## src/rtl/ps2_pkg.sv

```systemverilog
// Shared types and constants for the PS/2 set-2 arrow-key tracker.
package ps2_pkg;

    typedef enum logic [1:0] {
        ST_IDLE    = 2'd0,
        ST_EXT     = 2'd1,
        ST_BRK     = 2'd2,
        ST_EXT_BRK = 2'd3
    } ps2_state_t;

    localparam logic [7:0] PS2_EXT = 8'hE0;
    localparam logic [7:0] PS2_BRK = 8'hF0;

    localparam logic [15:0] KEY_LEFT  = 16'hE06B;
    localparam logic [15:0] KEY_DOWN  = 16'hE072;
    localparam logic [15:0] KEY_RIGHT = 16'hE074;
    localparam logic [15:0] KEY_UP    = 16'hE075;

    // One-hot arrow vector ordering is {left, down, right, up}.
    localparam logic [3:0] ARW_LEFT  = 4'b1000;
    localparam logic [3:0] ARW_DOWN  = 4'b0100;
    localparam logic [3:0] ARW_RIGHT = 4'b0010;
    localparam logic [3:0] ARW_UP    = 4'b0001;

    function automatic logic is_prefix(input logic [7:0] b);
        return (b == PS2_EXT) || (b == PS2_BRK);
    endfunction

endpackage

```

## src/rtl/ps2_arrow_decode.sv

```systemverilog
// Combinational map from a 16-bit scan code to a one-hot arrow-key vector.
module ps2_arrow_decode
    import ps2_pkg::*;
(
    input  logic [15:0] code_i,
    output logic [3:0]  arrow_o
);

    // Arrow lookup; non-arrow codes decode to zero.
    always_comb begin
        arrow_o = 4'b0000;
        case (code_i)
            KEY_LEFT:  arrow_o = ARW_LEFT;
            KEY_DOWN:  arrow_o = ARW_DOWN;
            KEY_RIGHT: arrow_o = ARW_RIGHT;
            KEY_UP:    arrow_o = ARW_UP;
            default:   arrow_o = 4'b0000;
        endcase
    end

endmodule

```

## src/rtl/ps2_arrow_tracker.sv

```systemverilog
// Assembles PS/2 set-2 bytes into make/break events and tracks arrow-key levels,
// with a watchdog that abandons truncated prefix sequences.
module ps2_arrow_tracker
    import ps2_pkg::*;
#(
    parameter int TIMEOUT = 1000
) (
    input  logic        clk,
    input  logic        rst,
    input  logic        byte_valid,
    input  logic [7:0]  byte_data,
    output logic        code_valid,
    output logic        is_break,
    output logic [15:0] scancode,
    output logic        err,
    output logic        left,
    output logic        down,
    output logic        right,
    output logic        up
);

    localparam int             CW   = $clog2(TIMEOUT + 1);
    localparam logic [CW-1:0]  TMAX = CW'(TIMEOUT);

    ps2_state_t     state_q, state_d;
    logic [CW-1:0]  cnt_q, cnt_d;
    logic [CW-1:0]  cnt_inc_s;
    logic           timeout_s;

    logic           emit_s, emit_brk_s, emit_ext_s, err_s;
    logic [15:0]    emit_code_s;
    logic [3:0]     arrow_hit_s;
    logic [3:0]     arrows_d, arrows_q;

    logic           code_valid_q, is_break_q, err_q;
    logic [15:0]    scancode_q;

    // Saturating increment; expiry fires on the cycle the count would reach TIMEOUT.
    always_comb begin
        if (cnt_q == TMAX) begin
            cnt_inc_s = cnt_q;
        end else begin
            cnt_inc_s = cnt_q + CW'(1);
        end
        timeout_s = (state_q != ST_IDLE) && !byte_valid && (cnt_inc_s >= TMAX);
    end

    // Sequencer state and watchdog counter register.
    always_ff @(posedge clk or posedge rst) begin
        if (rst) begin
            state_q <= ST_IDLE;
            cnt_q   <= {CW{1'b0}};
        end else begin
            state_q <= state_d;
            cnt_q   <= cnt_d;
        end
    end

    // Next-state logic; an accepted byte always wins over a coincident expiry.
    always_comb begin
        state_d = state_q;
        cnt_d   = cnt_q;
        if (byte_valid) begin
            cnt_d = {CW{1'b0}};
            case (state_q)
                ST_IDLE: begin
                    if (byte_data == PS2_EXT) begin
                        state_d = ST_EXT;
                    end else if (byte_data == PS2_BRK) begin
                        state_d = ST_BRK;
                    end else begin
                        state_d = ST_IDLE;
                    end
                end
                ST_EXT: begin
                    if (byte_data == PS2_BRK) begin
                        state_d = ST_EXT_BRK;
                    end else if (byte_data == PS2_EXT) begin
                        state_d = ST_EXT;
                    end else begin
                        state_d = ST_IDLE;
                    end
                end
                ST_BRK:     state_d = ST_IDLE;
                ST_EXT_BRK: state_d = ST_IDLE;
                default:    state_d = ST_IDLE;
            endcase
        end else if (state_q == ST_IDLE) begin
            cnt_d = {CW{1'b0}};
        end else if (timeout_s) begin
            state_d = ST_IDLE;
            cnt_d   = {CW{1'b0}};
        end else begin
            cnt_d = cnt_inc_s;
        end
    end

    // Emission and error decisions for the current cycle.
    always_comb begin
        emit_s     = 1'b0;
        emit_brk_s = 1'b0;
        emit_ext_s = 1'b0;
        err_s      = 1'b0;
        if (byte_valid) begin
            case (state_q)
                ST_IDLE: begin
                    if (is_prefix(byte_data)) begin
                        emit_s = 1'b0;
                    end else begin
                        emit_s = 1'b1;
                    end
                end
                ST_EXT: begin
                    if (is_prefix(byte_data)) begin
                        emit_s = 1'b0;
                    end else begin
                        emit_s     = 1'b1;
                        emit_ext_s = 1'b1;
                    end
                end
                ST_BRK: begin
                    if (is_prefix(byte_data)) begin
                        err_s = 1'b1;
                    end else begin
                        emit_s     = 1'b1;
                        emit_brk_s = 1'b1;
                    end
                end
                ST_EXT_BRK: begin
                    if (is_prefix(byte_data)) begin
                        err_s = 1'b1;
                    end else begin
                        emit_s     = 1'b1;
                        emit_brk_s = 1'b1;
                        emit_ext_s = 1'b1;
                    end
                end
                default: err_s = 1'b0;
            endcase
        end else if (timeout_s) begin
            err_s = 1'b1;
        end else begin
            err_s = 1'b0;
        end
    end

    assign emit_code_s = {(emit_ext_s ? PS2_EXT : 8'h00), byte_data};

    ps2_arrow_decode u_decode (
        .code_i  (emit_code_s),
        .arrow_o (arrow_hit_s)
    );

    // Held levels: makes set, breaks clear, everything else holds.
    always_comb begin
        if (!emit_s) begin
            arrows_d = arrows_q;
        end else if (emit_brk_s) begin
            arrows_d = arrows_q & ~arrow_hit_s;
        end else begin
            arrows_d = arrows_q | arrow_hit_s;
        end
    end

    // Registered outputs; scancode and is_break only move on an emission.
    always_ff @(posedge clk or posedge rst) begin
        if (rst) begin
            code_valid_q <= 1'b0;
            err_q        <= 1'b0;
            is_break_q   <= 1'b0;
            scancode_q   <= 16'h0000;
            arrows_q     <= 4'b0000;
        end else begin
            code_valid_q <= emit_s;
            err_q        <= err_s;
            arrows_q     <= arrows_d;
            if (emit_s) begin
                scancode_q <= emit_code_s;
                is_break_q <= emit_brk_s;
            end else begin
                scancode_q <= scancode_q;
                is_break_q <= is_break_q;
            end
        end
    end

    assign code_valid = code_valid_q;
    assign err        = err_q;
    assign is_break   = is_break_q;
    assign scancode   = scancode_q;
    assign left       = arrows_q[3];
    assign down       = arrows_q[2];
    assign right      = arrows_q[1];
    assign up         = arrows_q[0];

endmodule

```

## config.mk

```make
export PLATFORM = sky130hd
export DESIGN_NAME = ps2_arrow_tracker
export DESIGN_NICKNAME = d
export VERILOG_FILES = /design/src/rtl/ps2_pkg.sv /design/src/rtl/ps2_arrow_decode.sv /design/src/rtl/ps2_arrow_tracker.sv
export SDC_FILE = /design/constraint.sdc
export NUM_CORES = 1
export LEC_CHECK = 0
export CAP_MARGIN = 40
export CORE_MARGIN = 2
export CORE_UTILIZATION = 40
export DETAILED_ROUTE_END_ITERATION = 8
export PLACE_DENSITY = 0.66
export SLEW_MARGIN = 25
export SYNTH_ARGS = -nofsm -noshare
export SYNTH_HDL_FRONTEND = slang
export SYNTH_SLANG_ARGS = --single-unit
```

## constraint.sdc

```tcl
create_clock -name clk -period 1.9 [get_ports clk]
set_input_delay 0.285 -clock clk [delete_from_list [all_inputs] [get_ports clk]]
set_output_delay 0.285 -clock clk [all_outputs]
set_load 0.01 [all_outputs]
```

==> impl_metrics.ini, run 1 <==
[drt]
drtIter0Drc = 58
ant_nets = 0
drc = 0
viasPerCell = 5.13
vias = 1180
wire_per_inst_um = 13.3
drt_wl_total_mm = 3.06
first_pass_iters = 4

[pwr]
powerDensity_nw_per_um2 = 550
vdd_drop_max_mv = 0.391
p_leak_nw = 0.793
fin_total_pwr_mw = 1.04

[synthesis]
yosysMostFrequentCell = dfrtp_1
netlist-cell-type-count = 37
synth_area_leaders = dfrtp_1, nand2_1, mux2_2
synthCells = 144
synth-seq-area-share_pct = 48.3
synth_mux_area_share_pct = 5.35
synth-compound-area-share_pct = 10.9
synthAdderAreaFrac_pct = 1.73
yosys_warnings = 0
synth_top_family_by_area = simple AND/OR/NAND/NOR gates
synth-edff-count = 0
synthSimpleGateAreaFrac_pct = 22.1
synth_top_cell_by_area = dfrtp_1
synth_area_um2 = 1450
async_reset_ff_share_pct = 100
yosysTopAreaCellShare_pct = 48.3
synth-seq-cells = 28
synth_xor_area_share_pct = 4.23
synth_common_cells = dfrtp_1, nand2_1, inv_1, nor2_1
synth_ff_type = dfrtp_1
postSynthAreaPerCell_um2 = 10.1

[timing]
drv_slew = 0
setup_tns_ns = 0
layout_min_cycle_time_ns = 1.79
hold_viol = 0
finalSetupViolations = 0
fin_skew_ns = 0.00878
hold_slack_ns = 0.290
layout_setup_ws_ns = 0.106
post-route-period-util_pct = 94.4
rsz0062_at_grt = false
fmax_ghz = 0.557

[floorplan]
die_y_um = 64.2
rows = 21
core_um2 = 3420
start_util_pct = 42.5
dieArea_um2 = 4120
die_x_um = 64.2
boundaryPins = 34

[clock_tree]
tritoncts = built
cts_buffers = 3
post-cts-setup-buffer-count = 0
clock_path_buffers = 2
root_buffer = clkbuf_4
h-tree-depth = 1
cts.sink_count = 28
clock_latency_ns = 0.33
path_clk_slew_ns = 0.14
holdBufCountCts = 0

[global_routing]
antenna_found_initial = 0
grt_max_degree = 29
track_usage_pct = 16.0
grt_first_pass_wirelength_mm = 5.18
grt_pass1_vias = 1169
gr-total-overflow = 0

[layout]
antenna_cells = 0
fillers = 335
syn2layout_area_growth_pct = 30.5
multi_input_area_um2 = 687
drive_gt1_share_pct = 20.7
finish.net_count = 198
fin_area_um2 = 1890
seqCellArea_um2 = 703

[setup_path]
worstPathMaxFanout = 7
endpoint_kind = flop
cp.required_ns = 2.12
crit_type = reg -> reg
cp.arrival_ns = 2.02
cp-start-kind = flop

[status]
status = finished clean

[placed_design]
dp_slack_ns = 0.0205
gp_congestion = 0.849
io_buffer_count = 28
dp_hpwl_mm = 2.34
place_area_um2 = 1830

[hold_path]
hp-class = in -> async

[job]
max_cap_viol_count = 0
metal layers:
layer / wire [µm] / global-route usage, % / up-vias
li1: - / - / 574
met1: 1330 / 19.4 / 582
met2: 1610 / 28.8 / 19
met3: 65 / 1.58 / 5
met4: 53 / 6.38 / 0
met5: 0 / 0 / -
placed cells by master, fill, tap and decap left out, drive strengths merged:
master / netlist / final
a2111o: 1 / 1
a211oi: 1 / 1
a21oi: 3 / 3
a22o: 1 / 1
a311oi: 2 / 2
a31o: 1 / 1
and2: 1 / 1
and3: 5 / 5
and4: 1 / 1
and4bb: 1 / 2
buf: 10 / 13
clkbuf: 0 / 4
clkdlybuf4s50: 0 / 28
conb: 1 / 5
dfrtp: 28 / 28
ha: 2 / 2
inv: 8 / 8
mux2: 6 / 6
mux2i: 1 / 1
nand2: 21 / 21
nand2b: 1 / 1
nand3: 4 / 4
nand4: 5 / 5
nor2: 8 / 8
nor2b: 2 / 2
nor3: 9 / 9
nor4: 2 / 2
o21ai: 7 / 7
o22a: 1 / 1
o31ai: 3 / 3
or3: 1 / 1
xnor2: 5 / 5
xor2: 2 / 2
power breakdown:
part | total, mW | internal (mW) | switching [mW]
clock network | 0.283 | 0.117 | 0.165
registers | 0.624 | 0.614 | 0.0101
logic | 0.134 | 0.0732 | 0.0610
total | 1.04 | 0.804 | 0.236
critical path: stages (launching register included):
cell	delay (ns)
dfrtp_1	0.49
nand3_2	0.15
nor3_2	0.29
mux2i_2	0.33
and4bb_2	0.36
o31ai_2	0.07
area by class of cell:
cell class              count  area share [%]
inverters                   8            1.59
well taps                  46            3.04
clock buffers               4            1.92
repair buffers             41            20.0
flip-flops and latches     28            37.2
multi-input cells         103            36.3
worst paths after layout:
check | startpoint | end | slack (ns) | cells past startpoint
setup / recovery | cnt_q[2] | state_q[0] | 0.11 | 5
hold / removal | rst | cnt_q[7] | 0.29 | 3
setup reg to reg | cnt_q[2] | state_q[0] | 0.11 | 5
hold reg to reg | scancode[1] | scancode[1] | 0.49 | 2
max in group asynchronous | rst | cnt_q[3] | 1.33 | 3
min in group clk | scancode[1] | scancode[1] | 0.49 | 2
stage by stage:
stage	utilization, %	cells
after floorplan	-	148
after global placement	53.5	225
after detailed placement	53.5	225
after CTS	54.5	229
after global routing	55.4	230
final	55.4	230
cells by family after synthesis:
group / after synthesis
xor gates and xnor gates: 7
AOI/OAI and AO/OA: 20
other: 1
muxes: 7
buffers and inverters: 18
DFF: 28
and+or+nand+nor: 61
adders and majority gates: 2
timing repair:
| item | in CTS | in global routing |
|---|---|---|
| gates resized for setup | 0 | 5 |
| hold endpoints to repair | 0 | 0 |
| endpoints found under the setup margin | 0 | 11 |
(Power assumes the default switching activity.)
==> run 2, diff against run 1 <==
- CTS_CLUSTER_SIZE: not set -> 40
==> results of run 2 <==
No change in the layout: final DEF, timing and power equal those of run 1.
